File: src/rtl/tap_ir_controller.sv
// tap_ir_controller: IEEE 1149.1 TAP state machine with instruction register
module tap_ir_controller #(
  parameter int                  IR_WIDTH   = 4,
  parameter logic [IR_WIDTH-1:0] IDCODE_OP  = 4'b0001,
  parameter logic [IR_WIDTH-1:0] IR_CAPTURE = 4'b0001
) (
  input  logic                TCK,
  input  logic                TRST,
  input  logic                TMS,
  input  logic                TDI,
  output logic [3:0]          tap_state,
  output logic                ir_tdo,
  output logic                tdo_en,
  output logic                dr_capture,
  output logic                dr_shift,
  output logic                dr_update,
  output logic                ir_shift,
  output logic [IR_WIDTH-1:0] parallel_out
);
  typedef enum logic [3:0] {
    TLR      = 4'd0,
    RTI      = 4'd1,
    SEL_DR   = 4'd2,
    CAP_DR   = 4'd3,
    SHIFT_DR = 4'd4,
    EXIT1_DR = 4'd5,
    PAUSE_DR = 4'd6,
    EXIT2_DR = 4'd7,
    UPD_DR   = 4'd8,
    SEL_IR   = 4'd9,
    CAP_IR   = 4'd10,
    SHIFT_IR = 4'd11,
    EXIT1_IR = 4'd12,
    PAUSE_IR = 4'd13,
    EXIT2_IR = 4'd14,
    UPD_IR   = 4'd15
  } state_t;
  state_t              state_q, state_d;
  logic [IR_WIDTH-1:0] ir_sr_q, ir_sr_d;
  logic [IR_WIDTH-1:0] ir_q, ir_d;
  // next TAP state from the 1149.1 transition graph
  always_comb begin
    state_d = state_q;
    case (state_q)
      TLR:      state_d = TMS ? TLR      : RTI;
      RTI:      state_d = TMS ? SEL_DR   : RTI;
      SEL_DR:   state_d = TMS ? SEL_IR   : CAP_DR;
      CAP_DR:   state_d = TMS ? EXIT1_DR : SHIFT_DR;
      SHIFT_DR: state_d = TMS ? EXIT1_DR : SHIFT_DR;
      EXIT1_DR: state_d = TMS ? UPD_DR   : PAUSE_DR;
      PAUSE_DR: state_d = TMS ? EXIT2_DR : PAUSE_DR;
      EXIT2_DR: state_d = TMS ? UPD_DR   : SHIFT_DR;
      UPD_DR:   state_d = TMS ? SEL_DR   : RTI;
      SEL_IR:   state_d = TMS ? TLR      : CAP_IR;
      CAP_IR:   state_d = TMS ? EXIT1_IR : SHIFT_IR;
      SHIFT_IR: state_d = TMS ? EXIT1_IR : SHIFT_IR;
      EXIT1_IR: state_d = TMS ? UPD_IR   : PAUSE_IR;
      PAUSE_IR: state_d = TMS ? EXIT2_IR : PAUSE_IR;
      EXIT2_IR: state_d = TMS ? UPD_IR   : SHIFT_IR;
      UPD_IR:   state_d = TMS ? SEL_DR   : RTI;
      default:  state_d = TLR;
    endcase
  end
  // IR shift path and committed instruction; TLR keeps forcing IDCODE
  always_comb begin
    ir_sr_d = state_q == CAP_IR   ? IR_CAPTURE :
              state_q == SHIFT_IR ? {TDI, ir_sr_q[IR_WIDTH-1:1]} : ir_sr_q;
    ir_d    = state_q == TLR      ? IDCODE_OP :
              state_q == UPD_IR   ? ir_sr_q : ir_q;
  end
  // state and registers; TRST overrides any shift, capture or update
  always_ff @(posedge TCK) begin
    if (TRST) begin
      state_q <= TLR;
      ir_sr_q <= IR_CAPTURE;
      ir_q    <= IDCODE_OP;
    end else begin
      state_q <= state_d;
      ir_sr_q <= ir_sr_d;
      ir_q    <= ir_d;
    end
  end
  assign tap_state    = state_q;
  assign ir_tdo       = ir_sr_q[0];
  assign tdo_en       = state_q == SHIFT_DR || state_q == SHIFT_IR;
  assign dr_capture   = state_q == CAP_DR;
  assign dr_shift     = state_q == SHIFT_DR;
  assign dr_update    = state_q == UPD_DR;
  assign ir_shift     = state_q == SHIFT_IR;
  assign parallel_out = ir_q;
endmodule
File: config.mk
export PLATFORM = sky130hd
export DESIGN_NAME = tap_ir_controller
export DESIGN_NICKNAME = d
export VERILOG_FILES = /design/src/rtl/tap_ir_controller.sv
export SDC_FILE = /design/constraint.sdc
export NUM_CORES = 1
export LEC_CHECK = 0
export CAP_MARGIN = 20
export CORE_MARGIN = 2
export CORE_UTILIZATION = 48
export CTS_BUF_LIST = sky130_fd_sc_hd__clkbuf_8
export CTS_CLUSTER_DIAMETER = 200
export DETAILED_ROUTE_END_ITERATION = 7
export PLACE_DENSITY = 0.8
export SETUP_SLACK_MARGIN = 0.05
export SLEW_MARGIN = 20
export SYNTH_ARGS = -nofsm -noshare
export SYNTH_HDL_FRONTEND = slang
export SYNTH_SLANG_ARGS = --single-unit
File: constraint.sdc
create_clock -name TCK -period 1.2 [get_ports TCK]
set_input_delay 0.12 -clock TCK [delete_from_list [all_inputs] [get_ports TCK]]
set_output_delay 0.12 -clock TCK [all_outputs]
set_load 0.05 [all_outputs]
==> impl_results.md, run 1 <==
* Port Buffers at 17
* Number of synthesized register bits at 12
* Post-synth top flop: dfxtp_1
* GPL Wtd Cong at 0.912
* Error: [ERROR DPL-0038] Utilization greater than 100%, impossible to legalize
* Placed Area at 0.00112 mm²
* Post-CTS sizing at 12
* Cell taking the most area after synthesis: dfxtp_1
* Post-DP HPWL at 1460 µm
* Bufs on Longest Clock Path at 2
* Yosys warns at 0
* Post-synth EDFFs at 0
* Syn Area/Cell at 7.85 µm²
* CTS H-Tree Depth at 1
* Post-synth ARST share at 0%
* Root Buffer: clkbuf_8
* Hold buffer count at cts at 0
* Clock sinks at 12
* # rows at 13
* Die width at 40.9 µm
* Seq/Total Area, Yosys at 36.9%
* Synth top area share at 36.9%
* Count leader, synth: dfxtp_1
* Ports at 18
* Post-CTS Repair Setup Buffers at 12
* Worst slack at placement at -183 ps
* Syn nets at 87
* Chip Height at 40.9 µm
* Status: stopped before the end
* Unique cell type count in the Yosys netlist at 31
* Synth cell count leaders: dfxtp_1 (12), nor2_1 (9), nand2_1 (6)
* Total CTS buffers at 3
* Largest cells by area after synthesis: dfxtp_1 (37%), mux2i_1 (6.1%), nor2_1 (5.2%), nand2b_1 (3.8%), nand2_1 (3.5%)
* Cells after synthesis at 83
* Exit stage: 4_1_cts
* Initial Util at 50.7%
* Synth Cell Area at 652 µm²
## cell families after synthesis
family,after synthesis,synth area share (%)
multiplexers,4,6.14
AO/OA/AOI/OAI,20,21.3
buffers and inverters,12,8.06
AND/OR/NAND/NOR,34,26.3
flip-flops,12,36.9
XOR/XNOR,1,1.34
## metrics by stage
stage	setup TNS [ps]	std cells	hold slack [ps]
detailed placement	-479	123	464
floorplan	-591	83	180
global placement	-382	123	458
==> inputs of run 2 (changes only) <==
CORE_AREA = 2 2 63 65   (was unset)
CORE_MARGIN = unset   (was 2)
CORE_UTILIZATION = unset   (was 48)
CTS_BUF_LIST = unset   (was sky130_fd_sc_hd__clkbuf_8)
CTS_CLUSTER_DIAMETER = unset   (was 200)
DIE_AREA = 0 0 65 67   (was unset)
PLACE_DENSITY = unset   (was 0.8)
PLACE_DENSITY_LB_ADDON = 0.15   (was unset)
SETUP_SLACK_MARGIN = unset   (was 0.05)
==> run 2 against run 1 <==
Compared with the run above:
- synthesized cell count did not move
- the flow now finishes, with violations (setup timing)
- area after synthesis unchanged
==> impl_results.md, run 2 <==
* Status: complete, but fails checks
* Failing checks: setup timing
* Post-Route Skew at 4.72 ps
* Synth cell count leaders: dfxtp_1 (12), nor2_1 (9), nand2_1 (6)
* 1st-iter DRT viols at 7
* Post-DP HPWL at 1440 µm
* Post-synth EDFFs at 0
* Worst setup margin at -155 ps
* WL per Instance at 11.6 µm
* Number of synthesized register bits at 12
* Crit Path Max Fanout at 3
* Layout cells sized above 1 at 54.8%
* Worst Hold Class: in -> reg
* Vias in the first global route at 745
* Initial antenna violation count at 0
* Reg-to-reg startpoint: tap_state[0]$_SDFF_PP0_
* Internal power at 834 µW
* # Max-Cap Violations at 0
* Cell taking the most area after synthesis: dfxtp_1
* Min cycle time layout at 1350 ps
* Commonest non-fill, non-tap cell in the layout: buf_4
* Ports at 18
* Fin nets at 129
* DR DRC count at 0
* # rows at 22
* Worst Tran Pin Value at 226 ps
* Bufs on Longest Clock Path at 2
* Critical path launch point type: flop
* Switch share at 27.1%
* Critical path endpoint category: output pin
* Root Buffer: clkbuf_8
* Pre-Repair DR Iteration Count at 3
* Unique cell type count in the Yosys netlist at 31
* Most frequent cells in the layout: buf_4 (22), buf_12 (15), dfxtp_1 (8)
* Die width at 65 µm
* First-pass GRT wire length at 3540 µm
* Vias post-DR at 730
* Cells after synthesis at 83
* Largest cells by area after synthesis: dfxtp_1 (37%), mux2i_1 (6.1%), nor2_1 (5.2%), nand2b_1 (3.8%), nand2_1 (3.5%)
* Crit path launch: tap_state[0]$_SDFF_PP0_
* Total CTS buffers at 3
* Tot GR Track Use at 10.9%
* Crit path DAT at 1230 ps
* Power share of the sequential group at 36.2%
* Non-Filler Instances at 172
* Overall power at 1140 µW
* Total grt overflow at 0
* Inst Count DP at 159
* Antenna Cells at 0
* Endpoints failing hold at 0
* Yosys warns at 0
* Hold buffer count at cts at 0
* Vias/cell at 4.24
* Largest net degree at the start of global routing at 11
* Critical path type: reg -> out
* Core Box Area at 0.00361 mm²
* Pwr dens at 822 mW/mm²
* Setup Total Neg Slack at -647 ps
* Clock sinks at 12
* Clock edge transition at the registers on the reported setup and hold paths at 60 ps
* GPL Wtd Cong at 0.816
* # setup viols final at 6
* Power share of the clock group at 39.6%
* Maximum VDD drop at 381 µV
* Clk_lat worst skew at 250 ps
* Net Sw Power at 309 µW
* Worst setup path endpoint: tdo_en
* Chip Height at 67 µm
* Worst Hold Path Cells at 3
* Fin crit share at 113%
* Data required time of the worst path at 1080 ps
* Syn Area/Cell at 7.85 µm²
* Post-synth ARST share at 0%
* Worst R2R Setup Slack at -140 ps
* Post-synth top flop: dfxtp_1
* Port Buffers at 17
* CTS tree: done
* Die area at 0.00436 mm²
* Initial Util at 18.1%
* Seq/Total Area, Yosys at 36.9%
* CTS H-Tree Depth at 1
* R2R cell count at 4
* Count leader, synth: dfxtp_1
* Leakage at 0.000563 µW
* Layout area overhead at 113%
* Logic gate share of total power at 24.2%
* RR Endpoint: tap_state[1]$_SDFF_PP0_
* Post-route ant nets at 0
* Final WL at 1990 µm
* Synth Cell Area at 652 µm²
* RSZ-0062 raised after global routing: true
* Synth top area share at 36.9%
* Worst slack at placement at -187 ps
* Slew headroom at 84.9%
* Final slew viol count at 0
* Syn nets at 87
* Fmax at 738 MHz
run 2: cell counts after synthesis:
Identical to the previous run, type by type.
run 2: critical path, cell delays in order, from the launching register on:
cell     delay, ps
dfxtp_4        360
buf_6          120
nand2_4         70
nor2_4          40
or2_4          250
buf_12         150
run 2: power groups by stage:
stage	sequential [µW]	combinational (µW)	clock (µW)
final	413	277	453
after floorplan	444	100	0
after global placement	433	216	0
after CTS	413	257	461
after detailed placement	432	216	0
after global routing	415	295	491
run 2: worst min-delay path by stage:
stage                                  startpoint                      end  slack [ps]
after global placement    ir_sr_q[2]$_SDFFE_PP0P_  ir_sr_q[2]$_SDFFE_PP0P_         460
after detailed placement  ir_sr_q[2]$_SDFFE_PP0P_  ir_sr_q[2]$_SDFFE_PP0P_         460
after CTS                                     TDI  ir_sr_q[3]$_SDFFE_PP0P_         450
after floorplan                              TRST  tap_state[1]$_SDFF_PP0_         180
after global routing                          TDI  ir_sr_q[3]$_SDFFE_PP0P_         460
final                                         TDI  ir_sr_q[3]$_SDFFE_PP0P_         440
run 2: cells by family after synthesis:
group,Yosys count,synth area share (%)
DFF,12,36.9
and+or+nand+nor,34,26.3
xor gates and xnor gates,1,1.34
AOI/OAI and AO/OA,20,21.3
muxes,4,6.14
buffers and inverters,12,8.06
run 2: layer usage:
layer  vias up  track usage (%)  wire, µm  share of wire [%]
met5         -                0         0                  0
li1        378                -         -                  -
met4         0             6.38        44                2.2
met3         4             3.04        52                2.6
met2         9             17.1      1010                 51
met1       339             13.3       886                 44
run 2: through the flow:
step	hold slack (ps)	cell area, µm²	util [%]
4_1_cts	447	1340	37.2
3_3_place_gp	464	1190	32.9
3_5_place_dp	461	1190	32.9
5_1_grt	461	1390	38.6
2_1_floorplan	180	753	-
6_report	443	1390	38.6
run 2: final cells by class:
type                    count  area [µm²]
flip-flops and latches     12         255
clock buffers               4        55.1
well taps                  48        60.1
repair buffers             44         544
multi-input cells          59         458
inverters                   5        18.8
fillers                   372        2210
run 2: timing repair:
item	4_1_cts	5_1_grt
pin swaps	3	7
setup endpoints to repair	6	18
setup buffers	9	0
endpoints found under the hold margin	0	0
resized for setup	6	13
(Power assumes the default switching activity.)
